==> src/rtl/imem_loader_pkg.sv <==
// Shared definitions for the instruction-memory byte-stream loader:
// FSM state encoding, default frame marker, instruction word width.
package imem_loader_pkg;

    typedef enum logic [2:0] {
        IDLE    = 3'd0,
        LEN_HI  = 3'd1,
        LEN_LO  = 3'd2,
        DATA_HI = 3'd3,
        DATA_LO = 3'd4,
        WRITE   = 3'd5,
        CHK     = 3'd6
    } loader_state_e;

    localparam logic [7:0] SYNC_BYTE_DEF = 8'hA5;
    localparam int unsigned INSTR_W      = 16;

    // Running frame checksum: plain 8-bit wrap-around sum.
    function automatic logic [7:0] chk_add(input logic [7:0] sum, input logic [7:0] b);
        return sum + b;
    endfunction

endpackage

==> src/rtl/imem_loader_timeout.sv <==
// Inter-byte idle timer for the loader. Down-counter reloaded on clear;
// expired flags the idle cycle that completes TIMEOUT_CYCLES idle cycles.
module loader_timeout #(
    parameter int unsigned TIMEOUT_CYCLES = 50000
) (
    input  logic CLK,
    input  logic RST,
    input  logic clr,
    input  logic en,
    output logic expired
);

    localparam int unsigned CNT_W = (TIMEOUT_CYCLES < 2) ? 1 : $clog2(TIMEOUT_CYCLES + 1);
    localparam logic [CNT_W-1:0] RELOAD = CNT_W'(TIMEOUT_CYCLES - 1);

    logic [CNT_W-1:0] cnt;

    // Reload on reset or clear; count down only while enabled, parking at zero.
    always_ff @(posedge CLK) begin
        if (!RST || clr) begin
            cnt <= RELOAD;
        end else if (en && (cnt != '0)) begin
            cnt <= cnt - CNT_W'(1);
        end
    end

    // A clear in the same cycle means a byte arrived, so it wins over expiry.
    assign expired = en && !clr && (cnt == '0);

endmodule

==> src/rtl/imem_loader.sv <==
// Write side of the instruction memory: receives a framed program image
// over a valid/ready byte stream, assembles 16-bit words, writes them
// sequentially, and holds the core stopped until a frame checks out.
//
// state   | meaning
// --------+-------------------------------------------------------------
// IDLE    | waiting for SYNC; other bytes are accepted and dropped
// LEN_HI  | expecting high byte of word count
// LEN_LO  | expecting low byte of word count, then range-check it
// DATA_HI | expecting high byte of next instruction word
// DATA_LO | expecting low byte; assembles word and schedules write
// WRITE   | one-cycle memory write strobe, byte stream stalled
// CHK     | expecting checksum byte; match releases the core
module imem_loader
    import imem_loader_pkg::*;
#(
    parameter int unsigned ADDR_W         = 10,
    parameter logic [7:0]  SYNC_BYTE      = SYNC_BYTE_DEF,
    parameter int unsigned TIMEOUT_CYCLES = 50000,
    parameter bit          BOOT_WAIT      = 1'b1
) (
    input  logic                 CLK,
    input  logic                 RST,
    input  logic [7:0]           RX_DATA,
    input  logic                 RX_VALID,
    output logic                 RX_READY,
    output logic                 IM_WE,
    output logic [ADDR_W-1:0]    IM_ADDR,
    output logic [INSTR_W-1:0]   IM_DATA,
    output logic                 CORE_HOLD,
    output logic                 DONE,
    output logic                 ERR,
    output logic [ADDR_W:0]      WORDS_LOADED
);

    // Largest legal word count: exactly fills the memory, so the address
    // counter never has to wrap.
    localparam logic [16:0] MAX_LEN = 17'(2 ** ADDR_W);

    loader_state_e     state;
    logic [7:0]        len_hi_q;
    logic [15:0]       len_q;
    logic [7:0]        data_hi_q;
    logic [7:0]        sum_q;
    logic [ADDR_W-1:0] addr_cnt;

    logic              acc;
    logic              in_frame;
    logic              tmo_clr;
    logic              tmo_expired;
    logic [15:0]       len_full;
    logic              len_ok;
    logic [ADDR_W:0]   words_next;
    logic              last_word;

    assign acc        = RX_VALID && RX_READY;
    assign in_frame   = state inside {LEN_HI, LEN_LO, DATA_HI, DATA_LO, CHK};
    assign tmo_clr    = acc || (state == IDLE);
    assign len_full   = {len_hi_q, RX_DATA};
    assign len_ok     = (len_full != 16'd0) && ({1'b0, len_full} <= MAX_LEN);
    assign words_next = WORDS_LOADED + (ADDR_W + 1)'(1);
    assign last_word  = (17'(words_next) == {1'b0, len_q});

    loader_timeout #(
        .TIMEOUT_CYCLES (TIMEOUT_CYCLES)
    ) u_timeout (
        .CLK     (CLK),
        .RST     (RST),
        .clr     (tmo_clr),
        .en      (in_frame),
        .expired (tmo_expired)
    );

    // Frame-parsing FSM; every output is registered here.
    always_ff @(posedge CLK) begin
        if (!RST) begin
            state        <= IDLE;
            RX_READY     <= 1'b0;
            IM_WE        <= 1'b0;
            IM_ADDR      <= '0;
            IM_DATA      <= '0;
            CORE_HOLD    <= BOOT_WAIT;
            DONE         <= 1'b0;
            ERR          <= 1'b0;
            WORDS_LOADED <= '0;
            len_hi_q     <= '0;
            len_q        <= '0;
            data_hi_q    <= '0;
            sum_q        <= '0;
            addr_cnt     <= '0;
        end else begin
            IM_WE    <= 1'b0;
            RX_READY <= 1'b1;

            if (tmo_expired) begin
                // Abort: CORE_HOLD is already 1 from the SYNC, so a
                // partial image can never be released to the core.
                ERR   <= 1'b1;
                DONE  <= 1'b0;
                state <= IDLE;
            end else begin
                case (state)
                    IDLE: begin
                        if (acc && (RX_DATA == SYNC_BYTE)) begin
                            state        <= LEN_HI;
                            CORE_HOLD    <= 1'b1;
                            DONE         <= 1'b0;
                            ERR          <= 1'b0;
                            WORDS_LOADED <= '0;
                            sum_q        <= '0;
                            addr_cnt     <= '0;
                        end
                    end

                    LEN_HI: begin
                        if (acc) begin
                            len_hi_q <= RX_DATA;
                            sum_q    <= chk_add(sum_q, RX_DATA);
                            state    <= LEN_LO;
                        end
                    end

                    LEN_LO: begin
                        if (acc) begin
                            len_q <= len_full;
                            sum_q <= chk_add(sum_q, RX_DATA);
                            if (len_ok) begin
                                state <= DATA_HI;
                            end else begin
                                ERR   <= 1'b1;
                                DONE  <= 1'b0;
                                state <= IDLE;
                            end
                        end
                    end

                    DATA_HI: begin
                        if (acc) begin
                            data_hi_q <= RX_DATA;
                            sum_q     <= chk_add(sum_q, RX_DATA);
                            state     <= DATA_LO;
                        end
                    end

                    DATA_LO: begin
                        if (acc) begin
                            sum_q    <= chk_add(sum_q, RX_DATA);
                            IM_WE    <= 1'b1;
                            IM_DATA  <= {data_hi_q, RX_DATA};
                            IM_ADDR  <= addr_cnt;
                            RX_READY <= 1'b0;
                            state    <= WRITE;
                        end
                    end

                    WRITE: begin
                        addr_cnt     <= addr_cnt + ADDR_W'(1);
                        WORDS_LOADED <= words_next;
                        state        <= last_word ? CHK : DATA_HI;
                    end

                    CHK: begin
                        if (acc) begin
                            if (RX_DATA == sum_q) begin
                                DONE      <= 1'b1;
                                CORE_HOLD <= 1'b0;
                            end else begin
                                ERR  <= 1'b1;
                                DONE <= 1'b0;
                            end
                            state <= IDLE;
                        end
                    end

                    default: begin
                        state <= IDLE;
                    end
                endcase
            end
        end
    end

endmodule

==> config.mk <==
export PLATFORM = sky130hd
export DESIGN_NAME = imem_loader
export DESIGN_NICKNAME = d
export VERILOG_FILES = /design/src/rtl/imem_loader_pkg.sv /design/src/rtl/imem_loader_timeout.sv /design/src/rtl/imem_loader.sv
export SDC_FILE = /design/constraint.sdc
export NUM_CORES = 1
export LEC_CHECK = 0
export CORE_ASPECT_RATIO = 0.75
export CORE_MARGIN = 1.5
export CORE_UTILIZATION = 30
export CTS_CLUSTER_DIAMETER = 200
export DETAILED_ROUTE_END_ITERATION = 8
export HOLD_SLACK_MARGIN = 0.03
export SLEW_MARGIN = 10
export SYNTH_ARGS = -nofsm -noshare
export SYNTH_HDL_FRONTEND = slang
export SYNTH_SLANG_ARGS = --single-unit
==> constraint.sdc <==
create_clock -name CLK -period 3.45 [get_ports CLK]
set_input_delay 0.345 -clock CLK [delete_from_list [all_inputs] [get_ports CLK]]
set_output_delay 0.345 -clock CLK [all_outputs]
set_load 0.1 [all_outputs]
; ---- Word-level counts from Yosys, hierarchy flattened
; Index checks and enable logic that the tools add are counted.
; W data, S select, Z words.
[totals]
reg_bits = 111
in_bits = 11
out_inout_bits = 42
elab_cells = 115
[op_classes]
add_sub_neg = 4
magnitude_cmp = 1
eq_ne = 23
mux = 36
n_bitwise = 3
reduce_logical = 33
[ops]
columns = op, count
row1 = $reduce_bool A16 Y1, 2
row2 = $pmux W11 S2, 1
row3 = $mux W3, 7
row4 = $pmux W3 S7, 1
row5 = $pmux W10 S2, 1
row6 = $mux W1, 17
row7 = $eq A11 B16 Y1, 1
row8 = $le A16 B11 Y1 const B, 1
row9 = $logic_not A16 Y1, 1
row10 = $mux W8, 2
row11 = $pmux W8 S2, 1
row12 = $sub A16 B1 Y16 const B, 1
row13 = $reduce_and A3 Y1, 5
row14 = $ne A2 B2 Y1 const B, 6
row15 = $ne A3 B3 Y1 const B, 4
row16 = $reduce_and A6 Y1, 2
row17 = $add A11 B1 Y11 const B, 1
row18 = $mux W11, 1
row19 = $add A10 B1 Y10 const B, 1
row20 = $mux W10, 1
row21 = $reduce_and A5 Y1, 2
row22 = $eq A3 B3 Y1 const B, 3
row23 = $add A8 B8 Y8, 1
row24 = $eq A8 B8 Y1, 1
row25 = 21 further kinds, 36

; ---- Longest topological paths before layout
; Gate-level depths: netlist of the first run.
[logic_depth]
ltp_word = 7
mapped_depth = 8
ltp_nobuf = 8

; ---- Hierarchy
; A second synthesis of the first run with hierarchy kept.
[hier_totals]
hier_cells = 665
hier_area_um2 = 5514.0
[by_module_without_submodules]
columns = mod, n_inst, cells_each, area_per_inst_um2, seq_area_each_um2
row1 = imem_loader, 1, 567, 4663.2, 1901.8
row2 = loader_timeout, 1, 98, 850.8, 320.3

; ---- Worst setup path before layout of the first run
; Ideal clock, no wire load.
[synth_timing]
path_kind = register to register
start = register WORDS_LOADED[0]
end = register state[2]
setup_time_ns = 0.070
t_arrival_ns = 3.067
required_time_ns = 3.380
path_slack_ns = 0.313
path_stages_with_launch = 8
n_path_buf = 0
synth_period_minus_slack_ns = 3.137
path_cell_list = dfxtp_1 > ha_1 > nand3_2 > or4_4 > a2111oi_4 > nand4b_1 > or4_1 > a21oi_1
[synth_between]
elab_chain_cells = 4
[synth_rtl]
columns = element, line_no
row1 = start: declaration, imem_loader.sv:33  ; output logic [ADDR_W:0] WORDS_LOADED
row2 = start signal: assignment, imem_loader.sv:158  ; WORDS_LOADED <= words_next;
row3 = $add A11 B1 Y11, imem_loader.sv:61  ; assign words_next = WORDS_LOADED + (ADDR_W + 1)'(1);
row4 = $eq A11 B16 Y1, imem_loader.sv:62  ; assign last_word = (17'(words_next) == {1'b0, len_q});
row5 = $mux W3, imem_loader.sv:159  ; state <= last_word ? CHK : DATA_HI;
row6 = $pmux W3 S7, imem_loader.sv:102  ; case (state)
row7 = end signal: assignment, imem_loader.sv:159
row8 = end: declaration, imem_loader.sv:40  ; loader_state_e state;
; No other way between the ends.
; A chain may end at the register's enable or synchronous reset.

; ---- Final worst setup path of the first run
; Same ends and word-level chain as after synthesis.

==> flow_summary_export.csv, run 1 <==
group,metric,value,unit
floorplan,ios,53,
worst_hold_path,hold_path_depth,2,
critical_path,worst-path-stages,7,
floorplan,die_x,155,microns
cts,numClockSinks,111,
power,p_leak,2.13,nW
critical_path,crit_slowest_cell,"or4_4",
place,placed_cell_area,0.00591,sq mm
floorplan,dieArea,0.0181,sq mm
critical_path,startpoint,"WORDS_LOADED[0]$_SDFFE_PN0P_",
global_routing,grt_pass1_wl,21900,microns
critical_path,reg2regPathDepth,7,
final_layout,fin_area,0.00623,sq mm
sta,period_share,0.791,
power,comb_power_share,0.033,
critical_path,worstSetupPathType,"reg -> reg",
detailed_routing,avgViaCountPerCell,5.04,
critical_path,path_delay_family,"simple AND/OR/NAND/NOR gates",
synth,synth_cell_type_count,59,
power,pwr-share-clk,0.448,
cts,insertion_delay,0.36,ns
power,p_switching,0.000566,W
cts,cts_made_buffers,9,
cts,clk_pin_slew,0.08,ns
synth,ys.flop_type,"dfxtp_1",
cts,cts-root-buf,"clkbuf_16",
synth,synth_largest_area_cell,"dfxtp_1",
place,io_buffers,52,
critical_path,cp.required,3.73,ns
final_layout,drive_gt1_frac,0.0539,
detailed_routing,antenna_left,0,
power,seqPwrFrac,0.520,
final_layout,fin_nets,704,
sta,fin_skew,0.0102,ns
synth,syn_inst,643,
synth,synth_seq_area_share,0.429,
power,p_per_area,396,mW/mm^2
cts,cts_resized,0,
global_routing,antenna_found_initial,0,
sta,slew_viol_final,0,
power,p_int,0.00190,W
synth,synth_seq_cells,111,
detailed_routing,wl,13100,microns
floorplan,initial_core_util,0.307,
power,swShare,0.230,
detailed_routing,wl_per_cell,14.5,microns
place,globalplace.congestion,0.858,
floorplan,die_height,117,microns
sta,rsz0062_at_grt,"false",
sta,hold_viol_final,0,
synth,synth_common_cells,"117 x nand2_1, 111 x dfxtp_1, 70 x a21oi_1",
critical_path,crit_buf_inv,0,
critical_path,r2r_setup_slack,0.72,ns
power,vdd_drop_max,0.000241,V
floorplan,row_count,41,
floorplan,core,0.0169,sq mm
worst_hold_path,hp-class,"reg -> reg",
place,place_hpwl,9380,microns
critical_path,critical_path.max_stage_delay,0.58,ns
detailed_routing,drtPass1Iterations,4,
critical_path,timing.rr.start,"WORDS_LOADED[0]$_SDFFE_PN0P_",
status,status,"finished clean",
global_routing,gr-total-overflow,0,
global_routing,grt_max_degree,43,
synth,async_reset_ff_frac,0,
place,preCtsSetupSlack,0.657,ns
synth,synthesis.area,0.00518,sq mm
cts,cts_tree,"yes",
sta,fmax,367,MHz
critical_path,critPathCaptureType,"flip-flop",
synth,synth_top_area_share,0.429,
critical_path,r2r-end,"state[2]$_SDFFE_PP0P_",
global_routing,grt_pass1_vias,4164,
synth,syn_nets,665,
sta,period_minus_slack,2.73,ns
cts,clock_path_buffers,2,
synth,synth-edff-count,0,
sta,slew_headroom,0.334,
critical_path,cp-endpoint,"state[2]$_SDFFE_PP0P_",
critical_path,arrival,3.01,ns
detailed_routing,drtIter0Drc,295,
detailed_routing,vias,4542,
cts,ctsHoldBuffers,0,
sta,tightest_slew,0.996,ns
critical_path,cp_max_fo,8,
final_layout,area_delta_synth_final,20.2,%
cts,postCtsSetupBuffers,0,
global_routing,track_usage,0.152,
flow_run,cap_violations,0,
synth,post_synth.cell_area_avg,8.06,sq um
detailed_routing,route.detailed.drc,0,
critical_path,path_cells,"ha_1 > nand3_2 > or4_4 > a2111oi_4 > nand4b_1 > or4_1 > a21oi_1",
sta,fin_setup_tns,0,ns
synth,synth.most_common_cell,"nand2_1",
sta,final.setup.worst_slack,0.722,ns
cts,htreeDepth,3,
synth,ys.warnings.count,0,
critical_path,worstSetupStartpointType,"flip-flop",
sta,finalSetupViolations,0,
final_layout,diodes,0,
synth,synth.area.top_cells,"dfxtp_1 43%, nand2_1 8.5%, a21oi_1 6.8%, nor2_1 4.9%, xnor2_1 3.0%",
state kept, by name, summed over array words and instances, names as in the netlist, 3 cells and up:
signal	flops
IM_DATA	16
IM_ADDR	10
sum_q	8
len_hi_q	8
addr_cnt	10
u_timeout.cnt	16
state	3
len_q	16
WORDS_LOADED	11
data_hi_q	8
power groups by stage:
stage | Combinational [W] | Sequential, W | Clock [W]
final | 0.0000805 | 0.00128 | 0.00110
after global routing | 0.0000869 | 0.00128 | 0.00118
after CTS | 0.0000802 | 0.00128 | 0.00113
after detailed placement | 0.0000798 | 0.00131 | 0
after global placement | 0.0000806 | 0.00131 | 0
after floorplan | 0.0000351 | 0.00132 | 0
layer usage:
| metal | global-route usage | up-vias | part of all wire |
|---|---|---|---|
| li1 | - | 2328 | - |
| met4 | 0.0353 | 0 | 0.0073 |
| met1 | 0.225 | 2115 | 0.53 |
| met2 | 0.225 | 89 | 0.41 |
| met5 | 0 | - | 0 |
| met3 | 0.0335 | 10 | 0.047 |
cell families (layout without fill, tap and decap cells):
logic type,Yosys count,count (layout),share of synthesized area
muxes,15,15,0.0290
xor gates and xnor gates,34,34,0.0575
AOI/OAI and AO/OA,135,135,0.157
DFF,111,111,0.429
buffers and inverters,46,90,0.0360
and+or+nand+nor,291,291,0.264
adders and majority gates,11,11,0.0280
worst reg2reg max path, cell delays in order (launching register included):
cell	delay (ns)
dfxtp_1	0.50
ha_1	0.34
nand3_2	0.15
or4_4	0.58
a2111oi_4	0.34
nand4b_1	0.16
or4_1	0.43
a21oi_1	0.15
placed cells by master, fill, tap and decap left out, types with 4 or more instances in the layout:
| cell | netlist | final |
|---|---|---|
| a211oi_1 | 5 | 5 |
| o21ai_0 | 21 | 21 |
| a31oi_1 | 6 | 6 |
| inv_1 | 10 | 9 |
| mux2i_1 | 15 | 15 |
| a21o_1 | 5 | 5 |
| or4_1 | 6 | 6 |
| ha_1 | 10 | 10 |
| nand4b_1 | 4 | 4 |
| a22oi_1 | 4 | 4 |
| clkdlybuf4s50_1 | 0 | 52 |
| a21oi_1 | 70 | 70 |
| o31ai_1 | 4 | 4 |
| nor2b_1 | 4 | 4 |
| nor4_1 | 9 | 9 |
| xor2_1 | 16 | 16 |
| nand2_1 | 117 | 117 |
| nor3_1 | 12 | 12 |
| nand3_1 | 29 | 29 |
| dfxtp_1 | 111 | 111 |
| and3_1 | 7 | 7 |
| and2_1 | 4 | 4 |
| nor2_1 | 68 | 68 |
| nand4_1 | 8 | 8 |
| buf_4 | 3 | 12 |
| xnor2_1 | 18 | 18 |
| or3_1 | 6 | 6 |
| clkbuf_16 | 0 | 9 |
through the flow:
stage	util	total power (W)	cells	hold slack, ns
final	0.369	0.00247	902	0.442
after global routing	0.369	0.00255	902	0.461
after CTS	0.369	0.00249	902	0.446
after detailed placement	0.350	0.00139	886	0.443
after global placement	0.350	0.00139	886	0.442
after floorplan	-	0.00135	643	0.432
cell type report:
class	instances	area [sq um]
inverters	10	37.5
fillers	1728	10700
multi-input cells	486	2770
clock inverters	6	76.3
flip-flops and latches	111	2220
repair buffers	64	611
well taps	215	269
clock buffers	10	239
worst min-delay path by stage:
stage                                    startpoint                       end  slack, ns
final                     data_hi_q[7]$_SDFFE_PN0P_  IM_DATA[15]$_SDFFE_PN0P_       0.44
after global routing      data_hi_q[7]$_SDFFE_PN0P_  IM_DATA[15]$_SDFFE_PN0P_       0.46
after CTS                 data_hi_q[7]$_SDFFE_PN0P_  IM_DATA[15]$_SDFFE_PN0P_       0.45
after detailed placement  data_hi_q[5]$_SDFFE_PN0P_  IM_DATA[13]$_SDFFE_PN0P_       0.44
after global placement    data_hi_q[5]$_SDFFE_PN0P_  IM_DATA[13]$_SDFFE_PN0P_       0.44
after floorplan           data_hi_q[2]$_SDFFE_PN0P_  IM_DATA[10]$_SDFFE_PN0P_       0.43
No activity file was read; power rests on OpenSTA's default activity.
==> run 2, diff against run 1 <==
==> constraint.sdc (replaced) <==
create_clock -name CLK -period 2.45 [get_ports CLK]
set_input_delay 0.245 -clock CLK [delete_from_list [all_inputs] [get_ports CLK]]
set_output_delay 0.245 -clock CLK [all_outputs]
set_load 0.1 [all_outputs]
==> run 2 against run 1 <==
Compared with the run above: sequential cell count unchanged; non-clock buffer count up 27; largest cell class unchanged; clock power up 42%; core utilization up 0.76 points; via count up 3.2%.
==> flow_summary_export.csv, run 2 (synthesized netlist as in run 1, its figures left out) <==
group,metric,value,unit
status,status,"finished clean",
detailed_routing,drtIter0Drc,374,
global_routing,antenna_found_initial,0,
sta,slew_headroom,0.603,
cts,cts_resized,0,
critical_path,cp_max_fo,5,
floorplan,die_height,117,microns
cts,clk_pin_slew,0.08,ns
sta,hold_viol_final,0,
power,seqPwrFrac,0.516,
power,pwr-share-clk,0.449,
sta,fin_setup_tns,0,ns
final_layout,area_delta_synth_final,22.7,%
sta,slew_viol_final,0,
sta,period_minus_slack,2.36,ns
detailed_routing,route.detailed.drc,0,
sta,fmax,424,MHz
power,p_switching,0.000798,W
floorplan,die_x,155,microns
power,comb_power_share,0.035,
place,place_hpwl,9700,microns
cts,cts_made_buffers,9,
detailed_routing,drtPass1Iterations,5,
place,dp.cells,911,
final_layout,fin_util,0.377,
detailed_routing,vias,4689,
cts,cts_tree,"yes",
final_layout,reg.largest.list,"IM_DATA x16, len_q x16, u_timeout.cnt x16",
power,p_per_area,548,mW/mm^2
global_routing,gr-total-overflow,0,
sta,hold_ws,0.449,ns
final_layout,fin_cells,929,
detailed_routing,wl_per_cell,14.3,microns
power,p_int,0.00269,W
cts,cts-root-buf,"clkbuf_16",
power,p_leak,2.35,nW
critical_path,critPathCaptureType,"flip-flop",
sta,finalSetupViolations,0,
critical_path,cp.required,2.73,ns
flow_run,cap_violations,0,
global_routing,grt_pass1_wl,21700,microns
worst_hold_path,hp-class,"reg -> reg",
global_routing,track_usage,0.151,
sta,period_share,0.963,
detailed_routing,antenna_left,0,
final_layout,diodes,0,
cts,numClockSinks,111,
cts,htreeDepth,3,
global_routing,grt_max_degree,55,
critical_path,worstSetupPathType,"reg -> reg",
detailed_routing,avgViaCountPerCell,5.05,
final_layout,final_cell_mix,"117 x nand2_1, 101 x dfxtp_1, 81 x buf_4",
cts,insertion_delay,0.35,ns
floorplan,ios,53,
place,globalplace.congestion,0.871,
critical_path,worstSetupStartpointType,"flip-flop",
final_layout,layout_commonest_cell,"nand2_1",
global_routing,grt_pass1_vias,4089,
sta,fin_skew,0.00807,ns
critical_path,arrival,2.64,ns
final_layout,fin_nets,731,
sta,tightest_slew,0.590,ns
floorplan,dieArea,0.0181,sq mm
detailed_routing,wl,13300,microns
floorplan,row_count,41,
power,finalPower,0.00348,W
floorplan,core,0.0169,sq mm
cts,clock_path_buffers,2,
power,swShare,0.229,
power,vdd_drop_max,0.000324,V
floorplan,initial_core_util,0.307,
final_layout,drive_gt1_frac,0.162,
place,io_buffers,52,
-- run 2: routing by layer --
layer / routed length, microns / GRT usage / share of wire
met4: 108 / 0.0346 / 0.0081
met2: 5460 / 0.215 / 0.41
met5: 0 / 0 / 0
met3: 518 / 0.0295 / 0.039
met1: 7180 / 0.231 / 0.54
-- run 2: final timing paths --
| path | end | slack (ns) | depth (start not counted) | from |
|---|---|---|---|---|
| max | state[2]$_SDFFE_PP0P_ | 0.09 | 7 | WORDS_LOADED[1]$_SDFFE_PN0P_ |
| min | IM_DATA[10]$_SDFFE_PN0P_ | 0.45 | 2 | data_hi_q[2]$_SDFFE_PN0P_ |
| max reg2reg | state[2]$_SDFFE_PP0P_ | 0.09 | 7 | WORDS_LOADED[1]$_SDFFE_PN0P_ |
| min reg2reg | IM_DATA[10]$_SDFFE_PN0P_ | 0.45 | 2 | data_hi_q[2]$_SDFFE_PN0P_ |
-- run 2: final cells by class --
type	count	area, sq um
clock buffer	11	243
multi-input combinational	486	2780
timing repair buffer	91	708
clock inverter	5	72.6
sequential	111	2250
fill	1755	10500
tap	215	269
inverter	10	37.5
-- run 2: what timing repair did --
item,CTS,global route
setup endpoints to repair,0,1
hold buffers,0,0
setup buffers,0,2
-- run 2: worst max-delay path, stage by stage, from the launching register on --
cell and delay (ns):
dfxtp_4 0.38, ha_2 0.19, nand3_2 0.09, or4_4 0.55, a2111oi_4 0.34, nand4b_1 0.17, or4_1 0.44, a21oi_1 0.14
-- run 2: through the flow --
stage,instance area (sq um),worst slack [ns]
6_report,6350,0.0898
5_1_grt,6350,-0.000851
4_1_cts,6340,0.0633
3_5_place_dp,6020,-0.0351
3_3_place_gp,6020,0.0258
2_1_floorplan,5210,-0.0876
-- run 2: power by group through the flow --
stage | combinational, W | sequential [W] | clock, W
detailed placement | 0.000121 | 0.00184 | 0
floorplan | 0.0000494 | 0.00185 | 0
global route | 0.000131 | 0.00180 | 0.00169
finish | 0.000123 | 0.00180 | 0.00156
global placement | 0.000123 | 0.00184 | 0
CTS | 0.000122 | 0.00180 | 0.00161
==> run 3, diff against run 2 <==
--- a/config.mk
+++ b/config.mk
@@ -5,12 +5,13 @@
 export SDC_FILE = /design/constraint.sdc
 export NUM_CORES = 1
 export LEC_CHECK = 0
-export CORE_ASPECT_RATIO = 0.75
+export CORE_ASPECT_RATIO = 1.25
 export CORE_MARGIN = 1.5
 export CORE_UTILIZATION = 30
 export CTS_CLUSTER_DIAMETER = 200
 export DETAILED_ROUTE_END_ITERATION = 8
 export HOLD_SLACK_MARGIN = 0.03
+export PLACE_DENSITY_LB_ADDON = 0.25
 export SLEW_MARGIN = 10
 export SYNTH_ARGS = -nofsm -noshare
 export SYNTH_HDL_FRONTEND = slang
==> run 3 against run 2 <==
Compared with the run above: first-iteration DRC count shrank 20%; non-clock buffer count increased by 1; global-route usage increased by 0.14 points; die area barely moved; sequential share of layout area barely moved; sequential power about the same; maximum frequency down 0.25%; core utilization rose by 0.13 points; worst hold slack gained 0.0049 ns; final cell count rose by 0.65%; clock power down 8%; critical endpoint unchanged; largest power group unchanged.
==> flow_summary_export.csv, run 3 (synthesized netlist as in run 1, its figures left out) <==
group,metric,value,unit
sta,slew_viol_final,0,
detailed_routing,wl,13500,microns
critical_path,crit_slowest_cell,"or4_4",
power,vdd_drop_max,0.000299,V
status,status,"finished clean",
place,place_hpwl,9920,microns
detailed_routing,route.detailed.drc,0,
floorplan,die_height,150,microns
critical_path,arrival,2.66,ns
sta,hold_viol_final,0,
power,p_leak,2.35,nW
detailed_routing,drtIter0Drc,300,
place,io_buffers,52,
sta,tightest_slew,0.546,ns
detailed_routing,drtPass1Iterations,4,
cts,cts_made_buffers,9,
final_layout,drive_gt1_frac,0.168,
sta,period_share,0.966,
detailed_routing,wl_per_cell,14.5,microns
sta,period_minus_slack,2.37,ns
cts,cts-root-buf,"clkbuf_16",
final_layout,fin_nets,732,
global_routing,track_usage,0.152,
critical_path,critical_path.max_stage_delay,0.59,ns
floorplan,core,0.0168,sq mm
floorplan,ios,53,
global_routing,grt_pass1_vias,4455,
worst_hold_path,hp-class,"reg -> reg",
place,preCtsSetupSlack,-0.0108,ns
critical_path,path_cells,"ha_4 > nand3_2 > or4_4 > a2111oi_4 > nand4b_1 > or4_4 > a21oi_2",
critical_path,worstSetupPathType,"reg -> reg",
sta,fin_skew,0.00984,ns
floorplan,initial_core_util,0.308,
sta,finalSetupViolations,0,
cts,clk_pin_slew,0.08,ns
cts,htreeDepth,3,
final_layout,diodes,0,
final_layout,reg.largest.list,"IM_DATA x16, len_q x16, u_timeout.cnt x16",
floorplan,die_x,121,microns
flow_run,cap_violations,0,
critical_path,cp_max_fo,4,
detailed_routing,vias,4732,
place,placed_cell_area,0.00602,sq mm
final_layout,final_cell_mix,"117 x nand2_1, 101 x dfxtp_1, 82 x buf_4",
cts,insertion_delay,0.35,ns
global_routing,grt_max_degree,45,
cts,ctsHoldBuffers,0,
critical_path,critPathCaptureType,"flip-flop",
critical_path,worstSetupStartpointType,"flip-flop",
final_layout,layout_commonest_cell,"nand2_1",
sta,final.setup.worst_slack,0.0840,ns
global_routing,gr-total-overflow,0,
floorplan,row_count,53,
cts,cts_tree,"yes",
detailed_routing,avgViaCountPerCell,5.06,
final_layout,area_delta_synth_final,22.8,%
place,globalplace.congestion,0.847,
cts,clock_path_buffers,2,
global_routing,antenna_found_initial,0,
critical_path,path_common_cell,"or4_4",
cts,numClockSinks,111,
detailed_routing,antenna_left,0,
floorplan,dieArea,0.0181,sq mm
sta,hold_ws,0.454,ns
global_routing,grt_pass1_wl,22100,microns
sta,slew_headroom,0.633,
power,finalPower,0.00337,W
power,p_per_area,529,mW/mm^2
critical_path,cp.required,2.74,ns
sta,fmax,423,MHz
final_layout,fin_area,0.00636,sq mm
run 3: report_power, final:
group          switching (W)  total [W]  leakage (nW)  internal [W]
registers         0.00000124    0.00180         0.901       0.00180
logic              0.0000812   0.000127          1.30     0.0000460
clock network       0.000708    0.00144         0.146      0.000734
run 3: metrics by stage:
step / utilization / cells / setup TNS, ns
final: 0.378 / 935 / 0
after detailed placement: 0.358 / 915 / -0.0108
after global routing: 0.378 / 935 / -0.00889
after global placement: 0.358 / 915 / -0.000898
after floorplan: - / 643 / -0.0876
after CTS: 0.376 / 933 / 0
run 3: area by class of cell:
type / count / area (sq um)
sequential: 111 / 2250
multi-input combinational: 486 / 2790
tap: 220 / 275
clock buffer: 10 / 239
fill: 1757 / 10500
clock inverter: 6 / 53.8
timing repair buffer: 92 / 716
inverter: 10 / 37.5
run 3: timing repair:
| item | 4_1_cts | 5_1_grt |
|---|---|---|
| setup buffers | 2 | 2 |
| endpoints found under the setup margin | 1 | 1 |
| pin swaps | 1 | 4 |
| gates resized for setup | 1 | 2 |
run 3: final timing paths:
path,start,end,slack [ns],cells after the start
worst min register to register,len_hi_q[2]$_SDFFE_PN0P_,len_q[10]$_SDFFE_PN0P_,0.45,2
worst max-delay path,WORDS_LOADED[1]$_SDFFE_PN0P_,state[2]$_SDFFE_PP0P_,0.08,7
worst min-delay path,len_hi_q[2]$_SDFFE_PN0P_,len_q[10]$_SDFFE_PN0P_,0.45,2
worst max register to register,WORDS_LOADED[1]$_SDFFE_PN0P_,state[2]$_SDFFE_PP0P_,0.08,7
run 3: per-layer routing:
metal / wire, microns / GRT usage
met1: 5950 / 0.182
met2: 6840 / 0.268
met3: 393 / 0.0259
met4: 328 / 0.0629
met5: 0 / 0
run 3: worst max-delay path, delay by kind of cell (launching register included):
kind	cells	cell delay [ns]
adders and majority gates	1	0.13
AOI/OAI and AO/OA	2	0.41
and+or+nand+nor	4	1.40
DFF	1	0.37
